`config.mk`:
```
export PLATFORM = sky130hd
export DESIGN_NAME = line_burst_responder
export DESIGN_NICKNAME = d
export VERILOG_FILES = /design/src/rtl/line_burst_responder_pkg.sv /design/src/rtl/line_burst_responder_beat_counter.sv /design/src/rtl/line_burst_responder.sv
export SDC_FILE = /design/constraint.sdc
export NUM_CORES = 1
export LEC_CHECK = 0
export ABC_AREA = 1
export ABC_CLOCK_PERIOD_IN_PS = 3000
export BUFFER_PORTS_ARGS = -buffer_cell sky130_fd_sc_hd__buf_2
export CAP_MARGIN = 25
export CORE_MARGIN = 4
export CORE_UTILIZATION = 46
export DETAILED_ROUTE_END_ITERATION = 10
export PLACE_DENSITY = 0.7
export SLEW_MARGIN = 40
export SYNTH_ARGS = -nofsm -noshare
export SYNTH_HDL_FRONTEND = slang
export SYNTH_SLANG_ARGS = --single-unit
```
`constraint.sdc`:
```
create_clock -name clk -period 3 [get_ports clk]
set_clock_uncertainty 0.2 [all_clocks]
set_input_delay 0 -clock clk [delete_from_list [all_inputs] [get_ports clk]]
set_output_delay 0 -clock clk [all_outputs]
set_load 0.02 [all_outputs]
```
`src/rtl/line_burst_responder_pkg.sv`:
```
// ============================================================================
// Module      : line_burst_responder_pkg
// Description : Shared types for the cache-line burst responder: line/word
//               types, beat index type and burst FSM state encoding.
// Revision    : 1.0 - initial release
// ============================================================================
`default_nettype none

package line_burst_responder_pkg;

    localparam int LC3B_LINE_BEATS = 8;
    localparam int LC3B_WORD_W     = 16;

    typedef logic [LC3B_WORD_W-1:0]                 lc3b_word;
    typedef logic [LC3B_LINE_BEATS*LC3B_WORD_W-1:0] lc3b_l2_line;
    typedef logic [2:0]                             lc3b_beat;

    // Burst FSM state encoding
    typedef logic [1:0] lc3b_burst_state;
    localparam lc3b_burst_state BRS_IDLE    = 2'd0;
    localparam lc3b_burst_state BRS_RD_BEAT = 2'd1;
    localparam lc3b_burst_state BRS_WR_BEAT = 2'd2;
    localparam lc3b_burst_state BRS_RESP    = 2'd3;

endpackage : line_burst_responder_pkg

`default_nettype wire

```
`src/rtl/line_burst_responder_beat_counter.sv`:
```
// ============================================================================
// Module      : burst_beat_counter
// Description : Wrapping beat index plus a separate issued-beat count.
//               'last' flags the increment that completes the final beat.
// Revision    : 1.0 - initial release
// ============================================================================
`default_nettype none

module burst_beat_counter #(
    parameter int BEATS  = 8,
    parameter int BEAT_W = $clog2(BEATS)
) (
    input  logic              clk,
    input  logic              reset_n,
    input  logic              load,
    input  logic [BEAT_W-1:0] start,
    input  logic              inc,
    output logic [BEAT_W-1:0] beat,
    output logic              last
);

    logic [BEAT_W-1:0] r_beat;
    logic [BEAT_W-1:0] r_count;

    assign beat = r_beat;
    assign last = inc && (r_count == BEAT_W'(BEATS - 1));

    // Load the start beat at burst start; advance index and count per completed beat
    always_ff @(posedge clk or negedge reset_n) begin
        if (!reset_n) begin
            r_beat  <= '0;
            r_count <= '0;
        end else if (load) begin
            r_beat  <= start;
            r_count <= '0;
        end else if (inc && !last) begin
            r_beat  <= r_beat + 1'b1;
            r_count <= r_count + 1'b1;
        end
    end

endmodule : burst_beat_counter

`default_nettype wire

```
`src/rtl/line_burst_responder.sv`:
```
// ============================================================================
// Module      : line_burst_responder
// Description : Memory-side responder for 128-bit cache-line reads/writes.
//               Serializes each line into BEATS word beats on a 16-bit word
//               memory port and reassembles read beats into a line.
//               Optional macro CRITICAL_WORD_FIRST_EN: reads start at the
//               beat addressed by line_addr and wrap around the line.
// Revision    : 1.0 - initial release
// ============================================================================
`default_nettype none

module line_burst_responder
    import line_burst_responder_pkg::*;
#(
    parameter int BEATS  = LC3B_LINE_BEATS,
    parameter int WORD_W = LC3B_WORD_W
) (
    input  logic                    clk,
    input  logic                    reset_n,
    input  logic                    line_read,
    input  logic                    line_write,
    input  logic [15:0]             line_addr,
    input  logic [BEATS*WORD_W-1:0] line_wdata,
    output logic [BEATS*WORD_W-1:0] line_rdata,
    output logic                    line_resp,
    output logic                    word_read,
    output logic                    word_write,
    output logic [15:0]             word_addr,
    output logic [WORD_W-1:0]       word_wdata,
    output logic [1:0]              word_wmask,
    input  logic [WORD_W-1:0]       word_rdata,
    input  logic                    word_resp
);

    localparam int LINE_W   = BEATS * WORD_W;
    localparam int BEAT_W   = $clog2(BEATS);
    localparam int ADDR_LSB = BEAT_W + 1;

    lc3b_burst_state       r_state;
    lc3b_burst_state       w_next_state;
    logic [15-ADDR_LSB:0]  r_base;
    logic                  r_hold;
    logic [LINE_W-1:0]     r_asm;
    logic [LINE_W-1:0]     r_rdata;
    logic [LINE_W-1:0]     w_asm_next;
    logic                  w_load;
    logic                  w_inc;
    logic                  w_last;
    logic                  w_in_burst;
    logic [BEAT_W-1:0]     w_beat;
    logic [BEAT_W-1:0]     w_start;
    logic                  w_unused_addr;

    // Byte/word offset bits only matter for the critical-word start beat
    assign w_unused_addr = ^line_addr[ADDR_LSB-1:0];

`ifdef CRITICAL_WORD_FIRST_EN
    // Reads begin at the requested word; writes always begin at word 0
    assign w_start = line_write ? '0 : line_addr[ADDR_LSB-1:1];
`else
    assign w_start = '0;
`endif

    // r_hold masks requests in the IDLE cycle after RESP so the initiator can drop them
    assign w_load     = (r_state == BRS_IDLE) && !r_hold && (line_read || line_write);
    assign w_in_burst = (r_state == BRS_RD_BEAT) || (r_state == BRS_WR_BEAT);
    assign w_inc      = w_in_burst && word_resp;
    assign line_rdata = r_rdata;

    burst_beat_counter #(
        .BEATS  (BEATS),
        .BEAT_W (BEAT_W)
    ) u_beat_counter (
        .clk     (clk),
        .reset_n (reset_n),
        .load    (w_load),
        .start   (w_start),
        .inc     (w_inc),
        .beat    (w_beat),
        .last    (w_last)
    );

    // State register
    always_ff @(posedge clk or negedge reset_n) begin
        if (!reset_n) begin
            r_state <= BRS_IDLE;
        end else begin
            r_state <= w_next_state;
        end
    end

    // Next-state logic: write wins over read; leave a beat state after the final beat
    always_comb begin
        w_next_state = r_state;
        case (r_state)
            BRS_IDLE: begin
                if (!r_hold) begin
                    if (line_write) begin
                        w_next_state = BRS_WR_BEAT;
                    end else if (line_read) begin
                        w_next_state = BRS_RD_BEAT;
                    end
                end
            end
            BRS_RD_BEAT,
            BRS_WR_BEAT: begin
                if (w_inc && w_last) begin
                    w_next_state = BRS_RESP;
                end
            end
            BRS_RESP: w_next_state = BRS_IDLE;
            default:  w_next_state = BRS_IDLE;
        endcase
    end

    // Output decode from registered state so strobes are glitch-free and rise a cycle after the request
    always_comb begin
        line_resp  = (r_state == BRS_RESP);
        word_read  = (r_state == BRS_RD_BEAT);
        word_write = (r_state == BRS_WR_BEAT);
        word_addr  = w_in_burst ? {r_base, w_beat, 1'b0} : 16'h0000;
        word_wdata = (r_state == BRS_WR_BEAT) ? line_wdata[w_beat*WORD_W +: WORD_W] : '0;
        word_wmask = (r_state == BRS_WR_BEAT) ? 2'b11 : 2'b00;
    end

    // Assembly buffer with the current read beat merged into its true slot
    always_comb begin
        w_asm_next = r_asm;
        w_asm_next[w_beat*WORD_W +: WORD_W] = word_rdata;
    end

    // Burst datapath: line base, post-RESP hold, read assembly; line_rdata only updates when a read completes
    always_ff @(posedge clk or negedge reset_n) begin
        if (!reset_n) begin
            r_base  <= '0;
            r_hold  <= 1'b0;
            r_asm   <= '0;
            r_rdata <= '0;
        end else begin
            r_hold <= (r_state == BRS_RESP);
            if (w_load) begin
                r_base <= line_addr[15:ADDR_LSB];
            end
            if (w_inc && (r_state == BRS_RD_BEAT)) begin
                r_asm <= w_asm_next;
                if (w_last) begin
                    r_rdata <= w_asm_next;
                end
            end
        end
    end

endmodule : line_burst_responder

`default_nettype wire
```
==> metrics.yaml <==
sta:
  finalCriticalPeriod_ps: 2810
  slew_headroom_pct: 50.0
  fmax_mhz: 355
  maxSlewViolCount: 0
  rsz0062_at_grt: "no"
  tns_ps: 0
  hold_violations: 0
  finalCritPeriodShare_pct: 93.8
  setup-violations-final: 0
  max_slew.worst_pin.slew_ps: 749
clock_tree:
  postCtsSetupBuffers: 0
  clk_latency_ps: 550
  clock-sinks: 277
  cts-root-buf: "clkbuf_16"
  cts.path.max_buffers: 3
  cts_made_buffers: 29
  cts_tree: "done"
  cts_htree_levels: 1
  path_clk_slew_ps: 60
synth:
  synth-seq-cells: 277
  netlist_area_um2: 13500
  synth_top_area_share_pct: 51.2
  synthTopCellsByArea: "dfrtp_1, nand2_1, o21ai_0"
  avgSynthCellArea_um2: 8.01
  synth_cell_types: 32
  synth_warnings: 0
  yosys.area.top_type: "dfrtp_1"
  syn_nets: 1865
  ys_seq_area_share_pct: 51.2
  syn_inst: 1689
place:
  dpl_cell_area_um2: 15400
  placedCellCount: 2307
  port_buffers: 324
  place.gp.congestion: 0.969
  place_hpwl_um: 28900
power:
  vdd_drop_max_mv: 0.560
  power_density_nw_per_um2: 862
  p_leak_nw: 8.75
  seq_power_share_pct: 33.0
  pwr-share-comb_pct: 42.5
  power.internal_w: 0.00860
  total_power_w: 0.0147
  switchingPower_w: 0.00610
  pwr-share-clk_pct: 24.4
  sw_frac_of_total_pct: 41.5
final_layout:
  fin_util_pct: 59.1
  area_growth_pct: 26.0
  postLayoutCellArea_um2: 17100
  final_cells: 2428
  nNetsFinal: 2202
  drive_above_1_share_pct: 21.0
  num_antenna_cells: 0
  nFillCells: 2619
die:
  fp.dieW_um: 180
  row_count: 62
  start_util_pct: 46.9
  dieHeight_um: 180
  boundaryPins: 330
  dieArea_um2: 32200
  core-area_um2: 28900
route:
  wl_um: 43100
  wl_per_cell_um: 17.8
  drt_iter0_markers: 1338
  firstDrtPassIters: 5
  viasPerCell: 5.44
  drcViolationCount: 0
  ant_nets: 0
  vias: 13200
critical_path:
  crit_path_end_kind: "register"
  cp_slowest_stage_delay_ps: 580
  crit_fanout: 18
  slowest_stage: "dlygate4sd3_1"
  critPathBufInv: 4
  critical_path_class: "reg2reg"
  path_delay_family: "buffers and inverters"
  cp.required_ps: 3270
  worstPathCellList: "inv_1, ha_1, buf_4, a22oi_2, nand2_1, dlygate4sd3_1, o21ai_0, dlygate4sd3_1"
  cpMostUsedCell: "dlygate4sd3_1"
  worstPathArrival_ps: 3080
  start_kind: "register"
min_path:
  hold_class: "in2reg"
global_route:
  gr-usage-all-layers_pct: 25.7
  grt_pass1_wl_um: 68700
  grt_start_max_net_pins: 163
  overflow: 0
  grt_pass1_vias: 12700
  antenna_found_initial: 0
outcome:
  status: "finished, final reports clean"
run:
  maxCapViolations: 0
## registers in the layout, indices dropped and copies added, names as in the netlist
name	cells
line_rdata	128
r_asm	128
r_base	12
u_beat_counter.beat	3
u_beat_counter.r_count	3
r_state	2
r_hold	1
## layer usage
metal	share of wire [%]	GRT usage, %
met4	4.2	10.0
met2	46	41.2
met5	0	0
met1	42	35.4
met3	7.9	4.06
## cells in the final DEF, fill, tap and decap left out, types with 2 or more instances in the layout
cell | synthesis | final
a21oi_1 | 5 | 5
a31oi_1 | 3 | 3
buf_12 | 0 | 7
buf_2 | 33 | 323
buf_4 | 18 | 28
bufinv_16 | 0 | 3
clkbuf_1 | 53 | 7
clkbuf_16 | 0 | 29
clkbuf_8 | 0 | 5
clkinv_2 | 0 | 2
clkinv_4 | 0 | 2
dfrtp_1 | 277 | 276
dlygate4sd3_1 | 0 | 71
ha_1 | 11 | 9
ha_2 | 0 | 2
inv_1 | 40 | 40
inv_2 | 5 | 4
inv_6 | 0 | 2
nand2_1 | 546 | 546
nand2_2 | 4 | 3
nand3_1 | 151 | 151
nand3_2 | 2 | 2
nand4_1 | 4 | 4
nor2_1 | 117 | 117
nor2_2 | 2 | 2
nor2_4 | 7 | 7
o211ai_1 | 22 | 22
o21ai_0 | 223 | 223
o21ai_1 | 74 | 74
o21bai_1 | 48 | 48
o22ai_1 | 16 | 16
## stage by stage
step | hold WS (ps) | worst slack (ps)
floorplan | -496 | 391
global placement | -40.2 | 335
detailed placement | -262 | 279
CTS | 166 | 171
global route | 226 | 49.1
finish | 190 | 185
## worst min-delay path: stages
cell and delay, ps:
dlygate4sd3_1 520, buf_2 160, o21ai_1 90, o21ai_1 120
## worst paths after layout
check / start / endpoint / slack, ps / depth (start not counted)
worst max-delay path: r_state[0] / r_state[1] / 190 / 8
min in group asynchronous: reset_n / r_asm[118] / 420 / 4
max in group asynchronous: reset_n / line_rdata[90] / 1530 / 5
worst max register to register: r_state[0] / r_state[1] / 190 / 8
worst min-delay path: word_rdata[4] / r_asm[4] / 190 / 4
worst min register to register: u_beat_counter.r_count[0] / u_beat_counter.r_count[0] / 270 / 1
## power by group through the flow
stage	Sequential (W)	Combinational (W)	Clock, W
2_1_floorplan	0.00480	0.00428	0
5_1_grt	0.00493	0.00693	0.00383
3_5_place_dp	0.00489	0.00582	0
6_report	0.00485	0.00625	0.00359
3_3_place_gp	0.00485	0.00565	0
4_1_cts	0.00484	0.00614	0.00365
## cells by family after synthesis
group | after synthesis | synth area share, %
simple gates | 837 | 25.6
compound gates | 392 | 16.0
flops | 277 | 51.2
buf+inv | 171 | 6.18
fa+ha+maj | 11 | 1.02
other cells | 1 | 0.0277
## final cells by class
cell class / count / area [µm²] / area share (%)
clock inverters: 8 / 126 / 0.741
well taps: 384 / 480 / 2.82
clock buffers: 41 / 821 / 4.81
flip-flops and latches: 277 / 6930 / 40.7
repair buffers: 431 / 2720 / 16.0
multi-input cells: 1241 / 5790 / 34.0
inverters: 46 / 180 / 1.06
## Yosys cell counts, drive strengths merged
cell type,n
nand2,550
o21ai,297
dfrtp,277
nand3,154
nor2,127
buf,71
clkbuf,54
o21bai,48
inv,46
o211ai,22
o22ai,16
ha,11
a21oi,5
nand4,4
a31oi,3
a22oi,1
conb,1
nand3b,1
nor3,1
## repair_timing
item / in CTS / in global routing
gates resized for setup: 0 / 1
setup endpoints to repair: 0 / 1
endpoints found under the hold margin: 508 / 0
hold buffers: 72 / 0
Power figures use the tool's default switching activity.
